`config.mk`:
```
export PLATFORM = sky130hd
export DESIGN_NAME = lcd_timing_gen
export DESIGN_NICKNAME = d
export VERILOG_FILES = /design/src/rtl/lcd_timing_gen.sv
export SDC_FILE = /design/constraint.sdc
export NUM_CORES = 1
export LEC_CHECK = 0
export CELL_PAD_IN_SITES_DETAIL_PLACEMENT = 0
export CELL_PAD_IN_SITES_GLOBAL_PLACEMENT = 1
export CORE_ASPECT_RATIO = 2
export CORE_MARGIN = 4
export CORE_UTILIZATION = 32
export DETAILED_ROUTE_END_ITERATION = 8
export PLACE_DENSITY_LB_ADDON = 0.1
export SETUP_SLACK_MARGIN = 0.05
export SKIP_CTS_REPAIR_TIMING = 1
export SYNTH_ARGS = -nofsm -noshare
export SYNTH_HDL_FRONTEND = slang
export SYNTH_SLANG_ARGS = --single-unit
```
`constraint.sdc`:
```
create_clock -name lcd_pclk -period 3 [get_ports lcd_pclk]
set_input_delay 0.6 -clock lcd_pclk [delete_from_list [all_inputs] [get_ports lcd_pclk]]
set_output_delay 0.6 -clock lcd_pclk [all_outputs]
set_load 0.1 [all_outputs]
```
`src/rtl/lcd_timing_gen.sv`:
```
`default_nettype none
// +----------------------------------------------------------------------------+
// | lcd_timing_gen : RGB panel raster timing, one-cycle-ahead pixel requests   |
// | Rev 1.0                                                                    |
// +----------------------------------------------------------------------------+
module lcd_timing_gen #(
    parameter int   H_SYNC   = 128,
    parameter int   H_BACK   = 88,
    parameter int   H_DISP   = 800,
    parameter int   H_FRONT  = 40,
    parameter int   V_SYNC   = 2,
    parameter int   V_BACK   = 33,
    parameter int   V_DISP   = 480,
    parameter int   V_FRONT  = 10,
    parameter logic SYNC_POL = 1'b0
) (
    input  logic        lcd_pclk,
    input  logic        rst_n,
    input  logic        disp_en,
    input  logic [23:0] pixel_data,
    output logic [10:0] pixel_xpos,
    output logic [10:0] pixel_ypos,
    output logic [10:0] h_disp,
    output logic [10:0] v_disp,
    output logic        lcd_hs,
    output logic        lcd_vs,
    output logic        lcd_de,
    output logic [23:0] lcd_rgb,
    output logic        frame_start,
    output logic [7:0]  frame_cnt
);

    localparam logic [10:0] c_h_total     = 11'(H_SYNC + H_BACK + H_DISP + H_FRONT);
    localparam logic [10:0] c_v_total     = 11'(V_SYNC + V_BACK + V_DISP + V_FRONT);
    localparam logic [10:0] c_h_sync      = 11'(H_SYNC);
    localparam logic [10:0] c_v_sync      = 11'(V_SYNC);
    localparam logic [10:0] c_h_act_start = 11'(H_SYNC + H_BACK);
    localparam logic [10:0] c_h_act_end   = 11'(H_SYNC + H_BACK + H_DISP);
    localparam logic [10:0] c_h_req_start = 11'(H_SYNC + H_BACK - 1);
    localparam logic [10:0] c_h_req_end   = 11'(H_SYNC + H_BACK + H_DISP - 1);
    localparam logic [10:0] c_v_act_start = 11'(V_SYNC + V_BACK);
    localparam logic [10:0] c_v_act_end   = 11'(V_SYNC + V_BACK + V_DISP);
    localparam logic [10:0] c_h_disp      = 11'(H_DISP);
    localparam logic [10:0] c_v_disp      = 11'(V_DISP);

    logic        r_run;
    logic        r_started;
    logic [10:0] r_h_cnt;
    logic [10:0] r_v_cnt;
    logic        r_en_frame;
    logic [7:0]  r_frame_cnt;

    logic w_h_end;
    logic w_v_end;
    logic w_frame_end;
    logic w_first_run;
    logic w_h_act;
    logic w_h_req;
    logic w_v_act;
    logic w_de;

    assign w_h_end     = (r_h_cnt == c_h_total - 11'd1);
    assign w_v_end     = (r_v_cnt == c_v_total - 11'd1);
    assign w_frame_end = r_run && w_h_end && w_v_end;
    assign w_first_run = r_run && !r_started;
    assign w_h_act     = (r_h_cnt >= c_h_act_start) && (r_h_cnt < c_h_act_end);
    assign w_h_req     = (r_h_cnt >= c_h_req_start) && (r_h_cnt < c_h_req_end);
    assign w_v_act     = (r_v_cnt >= c_v_act_start) && (r_v_cnt < c_v_act_end);
    assign w_de        = r_run && r_en_frame && w_h_act && w_v_act;

    // Counters hold at origin during the first run cycle so frame_start lands there.
    always_ff @(posedge lcd_pclk or negedge rst_n) begin
        if (!rst_n) begin
            r_run       <= 1'b0;
            r_started   <= 1'b0;
            r_h_cnt     <= '0;
            r_v_cnt     <= '0;
            r_frame_cnt <= '0;
        end else begin
            r_run     <= 1'b1;
            r_started <= r_run;
            if (r_run) begin
                if (w_h_end) begin
                    r_h_cnt <= '0;
                    r_v_cnt <= w_v_end ? 11'd0 : r_v_cnt + 11'd1;
                end else begin
                    r_h_cnt <= r_h_cnt + 11'd1;
                end
            end
            if (w_frame_end) begin
                r_frame_cnt <= r_frame_cnt + 8'd1;
            end
        end
    end

    // Display enable only changes between frames so no partial frame is shown.
    always_ff @(posedge lcd_pclk or negedge rst_n) begin
        if (!rst_n) begin
            r_en_frame <= 1'b0;
        end else if (w_first_run || w_frame_end) begin
            r_en_frame <= disp_en;
        end
    end

    always_comb begin
        lcd_hs      = ~SYNC_POL;
        lcd_vs      = ~SYNC_POL;
        pixel_xpos  = '0;
        pixel_ypos  = '0;
        frame_start = 1'b0;
        if (r_run) begin
            if (r_h_cnt < c_h_sync) lcd_hs = SYNC_POL;
            if (r_v_cnt < c_v_sync) lcd_vs = SYNC_POL;
            if (w_h_req && w_v_act) pixel_xpos = r_h_cnt - c_h_req_start;
            if (w_v_act)            pixel_ypos = r_v_cnt - c_v_act_start;
            frame_start = (r_h_cnt == 11'd0) && (r_v_cnt == 11'd0);
        end
    end

    assign lcd_de    = w_de;
    assign lcd_rgb   = w_de ? pixel_data : 24'h0;
    assign frame_cnt = r_frame_cnt;
    assign h_disp    = c_h_disp;
    assign v_disp    = c_v_disp;

endmodule
`default_nettype wire

```
# ---- After elaboration in Yosys (flattened, before gate mapping)
# Index checks and enable logic that the tools add are counted.
dict set report word_totals {
  elab_cells 49
  output_inout_bits 80
  in_bits 27
  register_bits 33
}
dict set report op_classes {
  reduce_logical 16
  muxes 12
  order_cmp 8
  n_addsub 5
  n_eq_ne 2
}
# op count
set ops {}
lappend ops {{two-way mux 11 bit} 6}
lappend ops {{< comparator 11 x 10 -> 1 bit, second input constant} 3}
lappend ops {{two-way mux 24 bit} 1}
lappend ops {{adder 11 x 1 -> 11 bit, second input constant} 2}
lappend ops {{>= comparator 11 x 8 -> 1 bit, second input constant} 2}
lappend ops {{zero test 11 bit} 2}
lappend ops {{== test 11 x 10 -> 1 bit, second input constant} 1}
lappend ops {{== test 11 bit, second input constant} 1}
lappend ops {{>= comparator 11 x 6 -> 1 bit, second input constant} 1}
lappend ops {{logical AND 1 bit} 11}
lappend ops {{< comparator 11 x 2 -> 1 bit, second input constant} 1}
lappend ops {{< comparator 11 x 8 -> 1 bit, second input constant} 1}
lappend ops {{subtractor 11 x 6 -> 11 bit, second input constant} 1}
lappend ops {{subtractor 11 x 8 -> 11 bit, second input constant} 1}
lappend ops {{adder 8 x 1 -> 8 bit, second input constant} 1}
lappend ops {{two-way mux 1 bit} 5}
lappend ops {{AND reduction 2 bit} 1}
lappend ops {{zero test 1 bit} 1}
lappend ops {{logical OR 1 bit} 1}

# ---- Longest topological paths before layout
dict set report logic_depth {
  depth_word 5
  mapped_depth 8
  ltp_nobuf 6
}

# ---- Least setup slack after synthesis
# Ideal clock, no wire load.
dict set report synth_path {
  path_kind {register to output}
  start {register r_h_cnt[7]}
  end {output port frame_start}
  stages_incl_launch_ff 5
  slack_ns -2.636
  arrival_time_ns 5.036
  cell_sequence {dfrtp_1 buf_2 nor3_2 nand3_1 nor4b_1}
}
dict set report synth_via {
  elab_chain_cells 3
}
# element line_no
set synth_rtl {}
lappend synth_rtl {{from (decl)} 48} ;# logic [10:0] r_h_cnt;
lappend synth_rtl {{from (signal assigned)} 87} ;# r_h_cnt <= r_h_cnt + 11'd1;
lappend synth_rtl {{zero test 11 bit} 116} ;# frame_start = (r_h_cnt == 11'd0) && (r_v_cnt == 11'd0);
lappend synth_rtl {{logical AND 1 bit} 116}
lappend synth_rtl {{two-way mux 1 bit} 111} ;# if (r_run) begin
lappend synth_rtl {{to (decl)} 29} ;# output logic frame_start,
# Every way passes these cells.

# ---- Worst setup path after layout
dict set report layout_path {
  start {register r_v_cnt[7]}
  end {output port lcd_rgb[0]}
}
dict set report layout_via {
  elab_chain_cells 4
  word_cells_on_any_way 5
}
# element line_no
set layout_rtl {}
lappend layout_rtl {{from (decl)} 49} ;# logic [10:0] r_v_cnt;
lappend layout_rtl {{from (signal assigned)} 85} ;# r_v_cnt <= w_v_end ? 11'd0 : r_v_cnt + 11'd1;
lappend layout_rtl {{>= comparator 11 x 6 -> 1 bit or < comparator 11 x 10 -> 1 bit (tied branches)} 68} ;# assign w_v_act = (r_v_cnt >= c_v_act_start) && (r_v_cnt < c_v_act_end);
lappend layout_rtl {{logical AND 1 bit (*)} 68}
lappend layout_rtl {{logical AND 1 bit (*)} 69} ;# assign w_de = r_run && r_en_frame && w_h_act && w_v_act;
lappend layout_rtl {{two-way mux 24 bit (*)} 121} ;# assign lcd_rgb = w_de ? pixel_data : 24'h0;
lappend layout_rtl {{to (decl)} 28} ;# output logic [23:0] lcd_rgb,
# Mark *: on every way between the ends. The rest lies on a longest branch, timed or not.

==> results.sh <==
export IMPL_status="finished with violations"
export IMPL_failed_checks="negative setup slack"
export IMPL_antenna_left=0
export IMPL_final_cells=517
export IMPL_yosys_warnings=0
export IMPL_h_tree_depth=2
export IMPL_wl_per_cell_um=15.8
export IMPL_path_max_fanout=24
export IMPL_crit_arrival_ns=2.44
export IMPL_powerDensity_nw_per_um2=332
export IMPL_routed_wirelength_um=8150
export IMPL_fin_crit_sh_pct=101
export IMPL_synth_seq_area_share_pct=29.6
export IMPL_clock_latency_ns=0.28
export IMPL_ff_latch_area_um2=826
export IMPL_cts_buffers=5
export IMPL_final_util_pct=56.3
export IMPL_dpl_hpwl_um=6690
export IMPL_vias_per_cell=5.01
export IMPL_ir_worst_vdd_mv=0.246
export IMPL_power_leakage_nw=2.21
export IMPL_gp_congestion=0.838
export IMPL_synthesis_area_um2=2790
export IMPL_vias=2590
export IMPL_coreArea_um2=8410
export IMPL_crit_start="r_v_cnt[7]"
export IMPL_layout_setup_ws_ns=-0.0381
export IMPL_worstSetupPathType="flip-flop to primary output"
export IMPL_clk_pin_slew_ns=0.05
export IMPL_antenna_found_initial=0
export IMPL_wl_met3_um=605
export IMPL_finalSetupTns_ns=-0.557
export IMPL_area_growth_pct=70.0
export IMPL_grt_pass1_vias=2732
export IMPL_rsz0062_at_grt="true"
export IMPL_grt_pass1_wl_um=13700
export IMPL_cap_violations=0
export IMPL_remaining_drc_errors=0
export IMPL_clk_path_buf_depth=2
export IMPL_cts_root_buf="clkbuf_16"
export IMPL_finalCriticalPeriod_ns=3.04
export IMPL_hold_violations=0
export IMPL_stdcell_area_um2=4740
export IMPL_cts_tree="yes"
export IMPL_initial_utilization_pct=33.1
export IMPL_fillers=759
export IMPL_placed_cell_area_um2=4560
export IMPL_nets=451
export IMPL_grt_overflow=0
export IMPL_grt_max_degree=34
export IMPL_avgSynthCellArea_um2=8.44
export IMPL_wl_met1_um=2630
export IMPL_startpoint_type="flip-flop"
export IMPL_cp_end_kind="primary output"
export IMPL_grt_use_total_pct=17.0
export IMPL_die_h_um=140
export IMPL_ys_ff_latch=33
export IMPL_dp_cells=508
export IMPL_synthCells=330
export IMPL_hp_start="frame_cnt[7]"
export IMPL_diodes=0
export IMPL_skew_ns=0.00295
export IMPL_topRoutingLayerUsed="met4"
export IMPL_die_area_um2=10400
export IMPL_port_buffers=84
export IMPL_r2r_start="r_h_cnt[0]"
export IMPL_worst_ep_required_time_ns=2.40
export IMPL_holdCritPathClass="flip-flop to flip-flop"
export IMPL_row_count=47
export IMPL_multi_input_comb_area_um2=1960
export IMPL_place_ws_ns=0.266
export IMPL_setup_violations=22
export IMPL_ys_types=42
export IMPL_fmax_mhz=329
export IMPL_drt_iter0_markers=145
export IMPL_drv_slew=0
export IMPL_first_pass_iters=4
export IMPL_cts_sinks=33
export IMPL_drive_gt1_share_pct=35.8
export IMPL_wl_met2_um=4580
export IMPL_pin_count=107
export IMPL_die_width_um=74.0
## state kept, by name, indices dropped and copies added (netlist names)
signal / flops
frame_cnt: 8
r_en_frame: 1
r_h_cnt: 11
r_run: 1
r_started: 1
r_v_cnt: 11
## worst max-delay path, stage by stage (launching register included)
cell and delay, ns:
dfrtp_1 0.43, or4_1 0.58, a21o_1 0.26, o2111ai_4 0.29, buf_12 0.32, nor3_4 0.09, buf_12 0.17
## metrics by stage
stage	power, mW	hold WS, ns
after floorplan	0.924	0.304
after global routing	1.64	0.503
after global placement	1.01	0.455
final	1.57	0.471
after detailed placement	1.01	0.463
after CTS	1.58	0.473
## where the power goes
group,switching (mW),leakage [nW],internal [mW]
Sequential,0.0920,0.444,0.478
Clock,0.185,0.0797,0.385
Combinational,0.294,1.69,0.137
## Yosys cell counts, drive strengths merged
library cell  number  area, um2
nor3              44        370
inv               36        135
buf               34        249
dfrtp             33        826
nor2              22       82.6
xnor2             19        166
nand3             16       80.1
clkbuf            15       56.3
xor2              15        131
nand2             13       48.8
o21ai             12       60.1
nand4              9       56.3
a21oi              7       35.0
a31oi              6       37.5
and4               5       43.8
ha                 5       62.6
nor4               5       31.3
and3               4       25.0
nor4b              4       47.6
o22ai              4       25.0
a21o               2       15.0
a41oi              2       17.5
and2               2       12.5
conb               2       7.51
mux2               2       22.5
o211ai             2       20.0
a2111o             1       11.3
a41o               1       10.0
and4bb             1       12.5
mux2i              1       10.0
nor3b              1       7.51
o2111ai            1       26.3
o31ai              1       21.3
o41ai              1       8.76
or3                1       6.26
or4                1       7.51
## final cells by class
| class | instances | area share [%] |
|---|---|---|
| Timing Repair Buffer | 110 | 32.4 |
| Tap cell | 98 | 2.59 |
| Sequential cell | 33 | 17.4 |
| Clock buffer | 5 | 2.64 |
| Multi-Input combinational cell | 233 | 41.4 |
| Inverter | 36 | 2.85 |
| Clock inverter | 2 | 0.740 |
## final timing paths
path	endpoint	slack (ns)	cells past startpoint
hold reg to reg	frame_cnt[7]	0.47	1
max in group asynchronous	r_v_cnt[7]	1.97	2
setup / recovery	lcd_rgb[0]	-0.04	6
hold / removal	frame_cnt[7]	0.47	1
setup reg to reg	frame_cnt[1]	0.69	6
min in group asynchronous	frame_cnt[5]	0.73	2
## kinds of logic after synthesis
logic type,count (synthesis),share of synthesized area (%)
compound gates,40,10.3
fa+ha+maj,5,2.25
flops,33,29.6
simple gates,128,29.9
buf+inv,85,15.8
mux,3,1.17
other cells,2,0.270
xor+xnor,34,10.7
## routing by layer
layer / GRT usage [%] / vias to the layer above
met4: 8.98 / 0
met3: 4.88 / 16
li1: - / 1263
met2: 30.9 / 103
met1: 16.4 / 1208
met5: 0 / -
## layout by cell type (no fill, tap or decap), drive strengths merged, types with 5 or more instances in the layout
| master | count |
|---|---|
| and4 | 5 |
| o21ai | 12 |
| a21oi | 7 |
| clkdlybuf4s50 | 26 |
| dfrtp | 33 |
| nor4 | 5 |
| buf | 84 |
| nand4 | 9 |
| nor2 | 22 |
| inv | 36 |
| ha | 5 |
| a31oi | 6 |
| clkbuf | 5 |
| nand3 | 16 |
| nor3 | 44 |
| xor2 | 15 |
| nand2 | 13 |
| xnor2 | 19 |
| conb | 23 |
Note: power is estimated with default switching activity, not from simulation.
